`src/rtl/mx8_rr_arbiter.sv`:
```
// Round-robin arbiter sharing one 4-bit 8-to-1 mux among 8 requesters.
// Each grant is held for BURST beats and the mux output is captured with a source tag.
module mx8_rr_arbiter #(
  parameter int unsigned BURST = 2
) (
  input  logic       clk,
  input  logic       reset,
  input  logic [7:0] req,
  input  logic [3:0] mux_y,
  output logic       s2,
  output logic       s1,
  output logic       s0,
  output logic [7:0] grant,
  output logic [3:0] y_q,
  output logic [2:0] tag,
  output logic       valid
);

  typedef enum logic [0:0] {
    IDLE  = 1'b0,
    GRANT = 1'b1
  } state_t;

  // BURST is legal in 1..15 so that BURST-1 fits the 4-bit beat counter
  localparam logic [3:0] BURST_M1 = 4'(BURST - 1);

  state_t     state_q, state_d;
  logic [2:0] ptr_q, ptr_d;
  logic [3:0] cnt_q, cnt_d;
  logic [7:0] grant_q, grant_d;
  logic [2:0] sel_q, sel_d;
  logic [3:0] y_d;
  logic [2:0] tag_q, tag_d;
  logic       valid_q, valid_d;

  logic [2:0] next_ptr_s;
  logic [3:0] pick_idle_s;
  logic [3:0] pick_end_s;
  logic       burst_end_s;

  // {found, index} of the first set bit of r scanning p, p+1, ... p+7 modulo 8
  function automatic logic [3:0] rr_pick(input logic [7:0] r, input logic [2:0] p);
    logic [3:0] res;
    logic [2:0] idx;
    res = 4'b0000;
    for (int i = 7; i >= 0; i--) begin
      idx = p + 3'(i);
      if (r[idx]) begin
        res = {1'b1, idx};
      end else begin
        res = res;
      end
    end
    return res;
  endfunction

  function automatic logic [7:0] one_hot(input logic [2:0] idx);
    return 8'(8'd1 << idx);
  endfunction

  // Candidate winners for a fresh arbitration and for a burst-end re-arbitration
  always_comb begin
    next_ptr_s  = sel_q + 3'd1;
    pick_idle_s = rr_pick(req, ptr_q);
    pick_end_s  = rr_pick(req, next_ptr_s);
  end

  // Next-state logic for the sequencer, grant, beat counter and capture path
  always_comb begin
    state_d     = state_q;
    ptr_d       = ptr_q;
    cnt_d       = cnt_q;
    grant_d     = grant_q;
    sel_d       = sel_q;
    y_d         = y_q;
    tag_d       = tag_q;
    valid_d     = 1'b0;
    burst_end_s = 1'b0;
    case (state_q)
      IDLE: begin
        if (pick_idle_s[3]) begin
          state_d = GRANT;
          grant_d = one_hot(pick_idle_s[2:0]);
          sel_d   = pick_idle_s[2:0];
          cnt_d   = BURST_M1;
        end else begin
          state_d = IDLE;
        end
      end
      GRANT: begin
        // A dropped request ends the burst early without capturing
        if (req[sel_q]) begin
          y_d     = mux_y;
          tag_d   = sel_q;
          valid_d = 1'b1;
          if (cnt_q != 4'd0) begin
            cnt_d = cnt_q - 4'd1;
          end else begin
            burst_end_s = 1'b1;
          end
        end else begin
          burst_end_s = 1'b1;
        end
        if (burst_end_s) begin
          ptr_d = next_ptr_s;
          if (pick_end_s[3]) begin
            state_d = GRANT;
            grant_d = one_hot(pick_end_s[2:0]);
            sel_d   = pick_end_s[2:0];
            cnt_d   = BURST_M1;
          end else begin
            state_d = IDLE;
            grant_d = 8'h00;
            sel_d   = 3'b000;
            cnt_d   = 4'd0;
          end
        end else begin
          state_d = GRANT;
        end
      end
      default: begin
        state_d = IDLE;
        grant_d = 8'h00;
        sel_d   = 3'b000;
        cnt_d   = 4'd0;
      end
    endcase
  end

  // State and output registers
  always_ff @(posedge clk or posedge reset) begin
    if (reset) begin
      state_q <= IDLE;
      ptr_q   <= 3'd0;
      cnt_q   <= 4'd0;
      grant_q <= 8'h00;
      sel_q   <= 3'b000;
      y_q     <= 4'h0;
      tag_q   <= 3'd0;
      valid_q <= 1'b0;
    end else begin
      state_q <= state_d;
      ptr_q   <= ptr_d;
      cnt_q   <= cnt_d;
      grant_q <= grant_d;
      sel_q   <= sel_d;
      y_q     <= y_d;
      tag_q   <= tag_d;
      valid_q <= valid_d;
    end
  end

  assign grant = grant_q;
  assign s2    = sel_q[2];
  assign s1    = sel_q[1];
  assign s0    = sel_q[0];
  assign tag   = tag_q;
  assign valid = valid_q;

endmodule

```
`config.mk`:
```
export PLATFORM = sky130hd
export DESIGN_NAME = mx8_rr_arbiter
export DESIGN_NICKNAME = d
export VERILOG_FILES = /design/src/rtl/mx8_rr_arbiter.sv
export SDC_FILE = /design/constraint.sdc
export NUM_CORES = 1
export LEC_CHECK = 0
export ABC_AREA = 1
export CAP_MARGIN = 20
export CELL_PAD_IN_SITES_DETAIL_PLACEMENT = 1
export CELL_PAD_IN_SITES_GLOBAL_PLACEMENT = 2
export CORE_ASPECT_RATIO = 0.5
export CORE_MARGIN = 5
export CORE_UTILIZATION = 30
export CTS_BUF_LIST = sky130_fd_sc_hd__clkbuf_16
export DETAILED_ROUTE_END_ITERATION = 7
export PLACE_DENSITY = 0.77
export SLEW_MARGIN = 5
export SYNTH_ARGS = -nofsm -noshare
export SYNTH_HDL_FRONTEND = slang
export SYNTH_SLANG_ARGS = --single-unit
```
`constraint.sdc`:
```
create_clock -name clk -period 3.2 [get_ports clk]
set_clock_uncertainty 0.05 [all_clocks]
set_input_delay 0.48 -clock clk [delete_from_list [all_inputs] [get_ports clk]]
set_output_delay 0.48 -clock clk [all_outputs]
set_load 0.02 [all_outputs]
```
* After elaboration in Yosys (flattened, before gate mapping)
Index checks and enable logic that the tools add are counted.
W data, S select, Z words.
** Word-level totals
- Register bits :: 27
- Output and inout bits :: 19
- Input bits :: 14
** Cells by class
- Mux-type cells :: 73
- Order comparisons :: 17
- Bitwise operators :: 1
- Eq/ne operators :: 4
- Shift-type cells :: 2
- Reductions and logical operators :: 5
- Add/subtract/negate cells :: 16
** Operators by type and width (number)
- $mux W4 :: 20
- $lt A3 B4 Y1 const B :: 17
- $bmux W1 S3 :: 17
- $mux W1 :: 26
- $add A3 B3 Y3 const B :: 8
- $mux W8 :: 3
- $pmux W8 S2 :: 1
- $shl A1 B3 Y8 const A :: 2
- $add A3 B2 Y3 const B :: 4
- $add A3 B1 Y3 const B :: 3
- $mux W3 :: 3
- $pmux W4 S2 :: 1
- $ne A3 B1 Y1 const B :: 2
- $pmux W3 S2 :: 1
- $reduce_and A2 Y1 :: 3
- $reduce_bool A4 Y1 :: 1
- $sub A4 B1 Y4 const B :: 1
- $reduce_and A3 Y1 :: 1
- $ne A2 B1 Y1 const B :: 1
- $ne A2 B2 Y1 const B :: 1
- $pmux W1 S2 :: 1
- $not A1 Y1 :: 1

* Depth between registers and ports, before layout
- Word-level depth :: 16
- Depth in mapped cells :: 26
- Gate-level depth less buffers :: 24

* Worst setup path before layout
OpenSTA, ideal clock, no wires.
- Kind :: reg2reg
- Start :: reg sel_q[0]
- End :: reg grant_q[4], in the netlist grant[4]
- Cell stages (with the launch flop) :: 23
- Library setup time :: 0.065 ns
- Path buffers :: 3
- Arrival time :: 2.464 ns
- Period minus slack after synthesis :: 2.578 ns
- Setup slack :: 0.622 ns
- Cells stage by stage :: dfrtp_1 > buf_6 > inv_8 > buf_12 > ha_1 > inv_2 > buf_4 > nand3_1 > nand2_2 > nand2_1 > o21ai_2 > inv_2 > a21oi_1 > nand2_1 > nand2_1 > nand2_1 > nand2_2 > inv_2 > a21oi_2 > nand2_1 > nand2_1 > nand2_1 > nand2_1
** Between the ends
- Word-level cells in the longest chain between the ends :: 16
- Elaborated cells between the ends (all ways) :: 42
- Classes of those cells :: 8 x add/sub; 1 x eq/ne; 1 x shift; 31 x mux; 1 x reduce/logical
** RTL lines
- from (decl) :: RTL line 31 : logic [2:0] sel_q, sel_d;
- from (signal assigned) :: RTL line 146 : sel_q <= sel_d;
- $add A3 B1 Y3 * :: RTL line 63 : next_ptr_s = sel_q + 3'd1;
- net next_ptr_s[0] :: RTL line 36 : logic [2:0] next_ptr_s;
- $add A3 B3 Y3 :: RTL line 47 : idx = p + 3'(i);
- $bmux W1 S3 :: RTL line 48 : if (r[idx]) begin
- $mux W1 (implied by the code) :: RTL line 48
- $mux W4 (7 in a row) :: RTL line 48
- $mux W4 * :: RTL line 48
- $shl A1 B3 Y8 :: RTL line 58 : return 8'(8'd1 << idx);
- $mux W8 * :: RTL line 106 : if (pick_end_s[3]) begin
- $mux W8 * :: RTL line 104 : if (burst_end_s) begin
- $pmux W8 S2 * :: RTL line 79 : case (state_q)
- to (signal assigned) :: RTL line 145 : grant_q <= grant_d;
- to (decl) :: RTL line 30 : logic [7:0] grant_q, grant_d;
The timed path passes the listed nets; every way through them passes the cells marked *. The select of a mux whose other input is x is not followed.
A chain may end at the register's enable or synchronous reset.

* Worst setup path in the final report
- Start :: reg sel_q[0]
- End :: reg grant_q[7], in the netlist grant[7]
** Between the ends
- Word-level cells in the longest chain between the ends :: 16
- Elaborated cells between the ends (all ways) :: 42
- Classes of those cells :: 8 x add/sub; 1 x eq/ne; 1 x shift; 31 x mux; 1 x reduce/logical
** RTL lines (RTL line)
- $add A3 B1 Y3 :: 63
- $add A3 B3 Y3 :: 47
- $bmux W1 S3 :: 48
- $mux W1 (implied by the code) :: 48
- $mux W4 (8 in a row) :: 48
- $shl A1 B3 Y8 :: 58
- $mux W8 :: 106
- $mux W8 :: 104
- $pmux W8 S2 :: 79
Parallel ways exist; a longest one is shown, timed or not. The select of a mux whose other input is x is not followed.

==> results.yml <==
synthesis:
  synth_commonest_cells: "nand2_1 (206), nand3_1 (50), inv_1 (29)"
  synth_cells: 449
  syn_nets: 469
  synth_ff_type: "dfrtp_1"
  ys_seq_area_share_pct: 24.56
  synth-xor-area-share_pct: 2.547
  ys_types: 34
  synth_edf_count: 0
  synth_area_mm2: 0.002751
  ys_warn_count: 0
  synth_seq_cells: 27
  synth.mux.area_fraction_pct: 0
  avgSynthCellArea_um2: 6.128
  synth_fa_ha_area_share_pct: 2.729
  synth_simple_gate_area_share_pct: 49.43
  synth_area_leaders: "nand2_1 (28%), dfrtp_1 (25%), nand3_1 (9.1%)"
  yosys.area.top_type: "nand2_1"
  synth_top_family_by_area: "simple AND/OR/NAND/NOR gates"
  synth_async_sr_flop_share_pct: 100.0
  synth-compound-area-share_pct: 10.46
  yosysMostFrequentCell: "nand2_1"
  synth_top_area_share_pct: 28.10
timing:
  period_share_pct: 88.14
  period_needed_ns: 2.821
  finalHoldViolations: 0
  rsz0062_at_grt: "false"
  fin_setup_tns_ns: 0
  max_freq_mhz: 354.5
  drv_slew: 0
  tightest_slew_ns: 0.4581
  setup_viol: 0
  slew_headroom_pct: 69.46
layout:
  nets: 501
  final_area_mm2: 0.003251
  nFillCells: 1182
  antenna_cells: 0
  drive_above_1_share_pct: 15.21
  synthToLayoutAreaGrowth_pct: 18.14
  fin_util_pct: 36.82
route:
  wl_um: 8821
  dr.pass1.iters: 4
  viasPerCell: 4.764
  drc: 0
  num_vias: 2844
  antenna_left: 0
  drt_iter0_markers: 174
  post_drt_wl_per_cell_um: 14.78
clock_tree:
  postCtsResizedCells: 0
  post_cts_buffers: 0
  cts_hold_buf: 0
  clock_latency_ns: 0.27
  numCtsBuffers: 3
  cts_tree: "built"
  cts_root_buf: "clkbuf_16"
  clk_pin_slew_ns: 0.07
  clk_path_buf_depth: 2
  cts.sinks: 27
  cts_htree_levels: 1
worst_setup_path:
  critPathSlowestCell: "dfrtp_1"
  worst_r2r_path_depth: 22
  path_cells: "inv_8 -> ha_1 -> buf_4 -> nand2_1 -> nand2_1 -> nand2_1 -> nand2_1 -> nor2_1 -> nand2_1 -> nand2_1 -> nand2_1 -> nand2_1 -> nand2_1 -> nand2_1 -> nand2_1 -> nand2_1 -> nand2_2 -> a21oi_4 -> nand2_1 -> nand2_1 -> nand2_1 -> nand2_1"
  arrival_ns: 2.98
  critPathKind: "register to register"
  cp_common_cell: "nand2_1"
  crit_path_end_kind: "register"
  slowest_delay_ns: 0.52
  required_ns: 3.36
  ff2ff_setup_slack_ns: 0.38
  r2r_end: "grant[7]$_DFFE_PP0P_"
  startpoint: "sel_q[0]$_DFFE_PP0P_"
  cp-start-kind: "register"
  crit_fanout: 11
  reg2reg_from: "sel_q[0]$_DFFE_PP0P_"
placement:
  dp_hpwl_um: 7174
  postPlaceCellArea_mm2: 0.003167
  io_buffers: 32
  place.gp.congestion: 0.8179
floorplanning:
  die_w_um: 145.4
  die_area_mm2: 0.01130
  rows: 24
  ios: 33
  initial_core_util_pct: 31.16
  die_y_um: 77.72
  core_mm2: 0.008828
global_routing:
  grt.overflow.total: 0
  antenna_found_initial: 0
  grt_usage_pct: 16.12
  grt_pass1_wl_um: 15300
  grt_start_max_net_pins: 28
  grt_pass1_vias: 2934
min_path:
  worstHoldPathType: "register to register"
  min_from: "grant[7]$_DFFE_PP0P_"
  holdPathStages: 2
  hold_path_end: "grant[7]$_DFFE_PP0P_"
job:
  maxCapViolCount: 0
outcome:
  status: "completed"
==> final cells by class <==
type                       instances  area [um^2]  area share, %
tap                              117        146.4          4.503
inverter                          41        163.9          5.042
clock inverter                     1        8.758         0.2694
timing repair buffer              41        387.9          11.93
sequential                        27        675.6          20.79
clock buffer                       3        75.07          2.309
multi-input combinational        367         1793          55.16
==> routing by layer <==
layer	global-route usage (%)	wire length [um]
met2	23.53	3422
met3	3.143	336
met5	0	0
met4	1.304	11
met1	25.29	5050
==> cells by family after synthesis <==
logic type / after synthesis
AOI/OAI and AO/OA: 48
and+or+nand+nor: 308
xor gates and xnor gates: 5
adders and majority gates: 6
DFF: 27
buffers and inverters: 55
==> critical path: cells and delay by family (launching register included) <==
family | cells | cell delay, ns
flip-flops | 1 | 0.52
buffers and inverters | 2 | 0.23
adder cells (fa/ha/maj) | 1 | 0.30
AO/OA/AOI/OAI | 1 | 0.18
AND/OR/NAND/NOR | 18 | 1.50
==> state kept, by name, indices dropped and copies added, names as in the netlist <==
name / cells
sel_q: 3
cnt_q: 4
grant: 8
y_q: 4
valid: 1
state_q: 1
tag: 3
ptr_q: 3
==> worst max path at each step <==
stage,to,slack [ns],depth (start not counted)
after floorplan,grant[4]$_DFFE_PP0P_,0.62,22
after global placement,grant[7]$_DFFE_PP0P_,0.38,21
after detailed placement,grant[7]$_DFFE_PP0P_,0.41,21
after CTS,grant[7]$_DFFE_PP0P_,0.42,22
after global routing,grant[3]$_DFFE_PP0P_,0.06,19
final,grant[7]$_DFFE_PP0P_,0.38,22
==> stage by stage <==
| step | hold WS [ns] | setup slack, ns | instances |
|---|---|---|---|
| after CTS | 0.4346 | 0.4218 | 597 |
| after floorplan | 0.4687 | 0.6216 | 449 |
| final | 0.4335 | 0.3794 | 597 |
| after global routing | 0.4500 | 0.06434 | 597 |
| after detailed placement | 0.4141 | 0.4149 | 593 |
| after global placement | 0.4160 | 0.3764 | 593 |
==> cells in the final DEF, fill, tap and decap left out, types with 2 or more instances in the layout <==
cell type / instances
clkbuf_16: 3
ha_1: 6
nor2_1: 13
a21oi_1: 20
o21ai_2: 3
buf_4: 9
nor2_2: 3
a31oi_1: 2
clkdlybuf4s50_1: 32
nand3_2: 5
nand3_1: 50
a21oi_2: 3
dfrtp_1: 27
nand2_2: 25
o22ai_1: 3
o21ai_0: 10
inv_1: 29
nand2_1: 206
inv_2: 10
nand2_4: 4
xnor2_1: 2
o21ai_1: 5
Power is left out: the tool's default activity adds up to more than one toggle a clock period on the data nets, which glitch-free logic cannot reach.
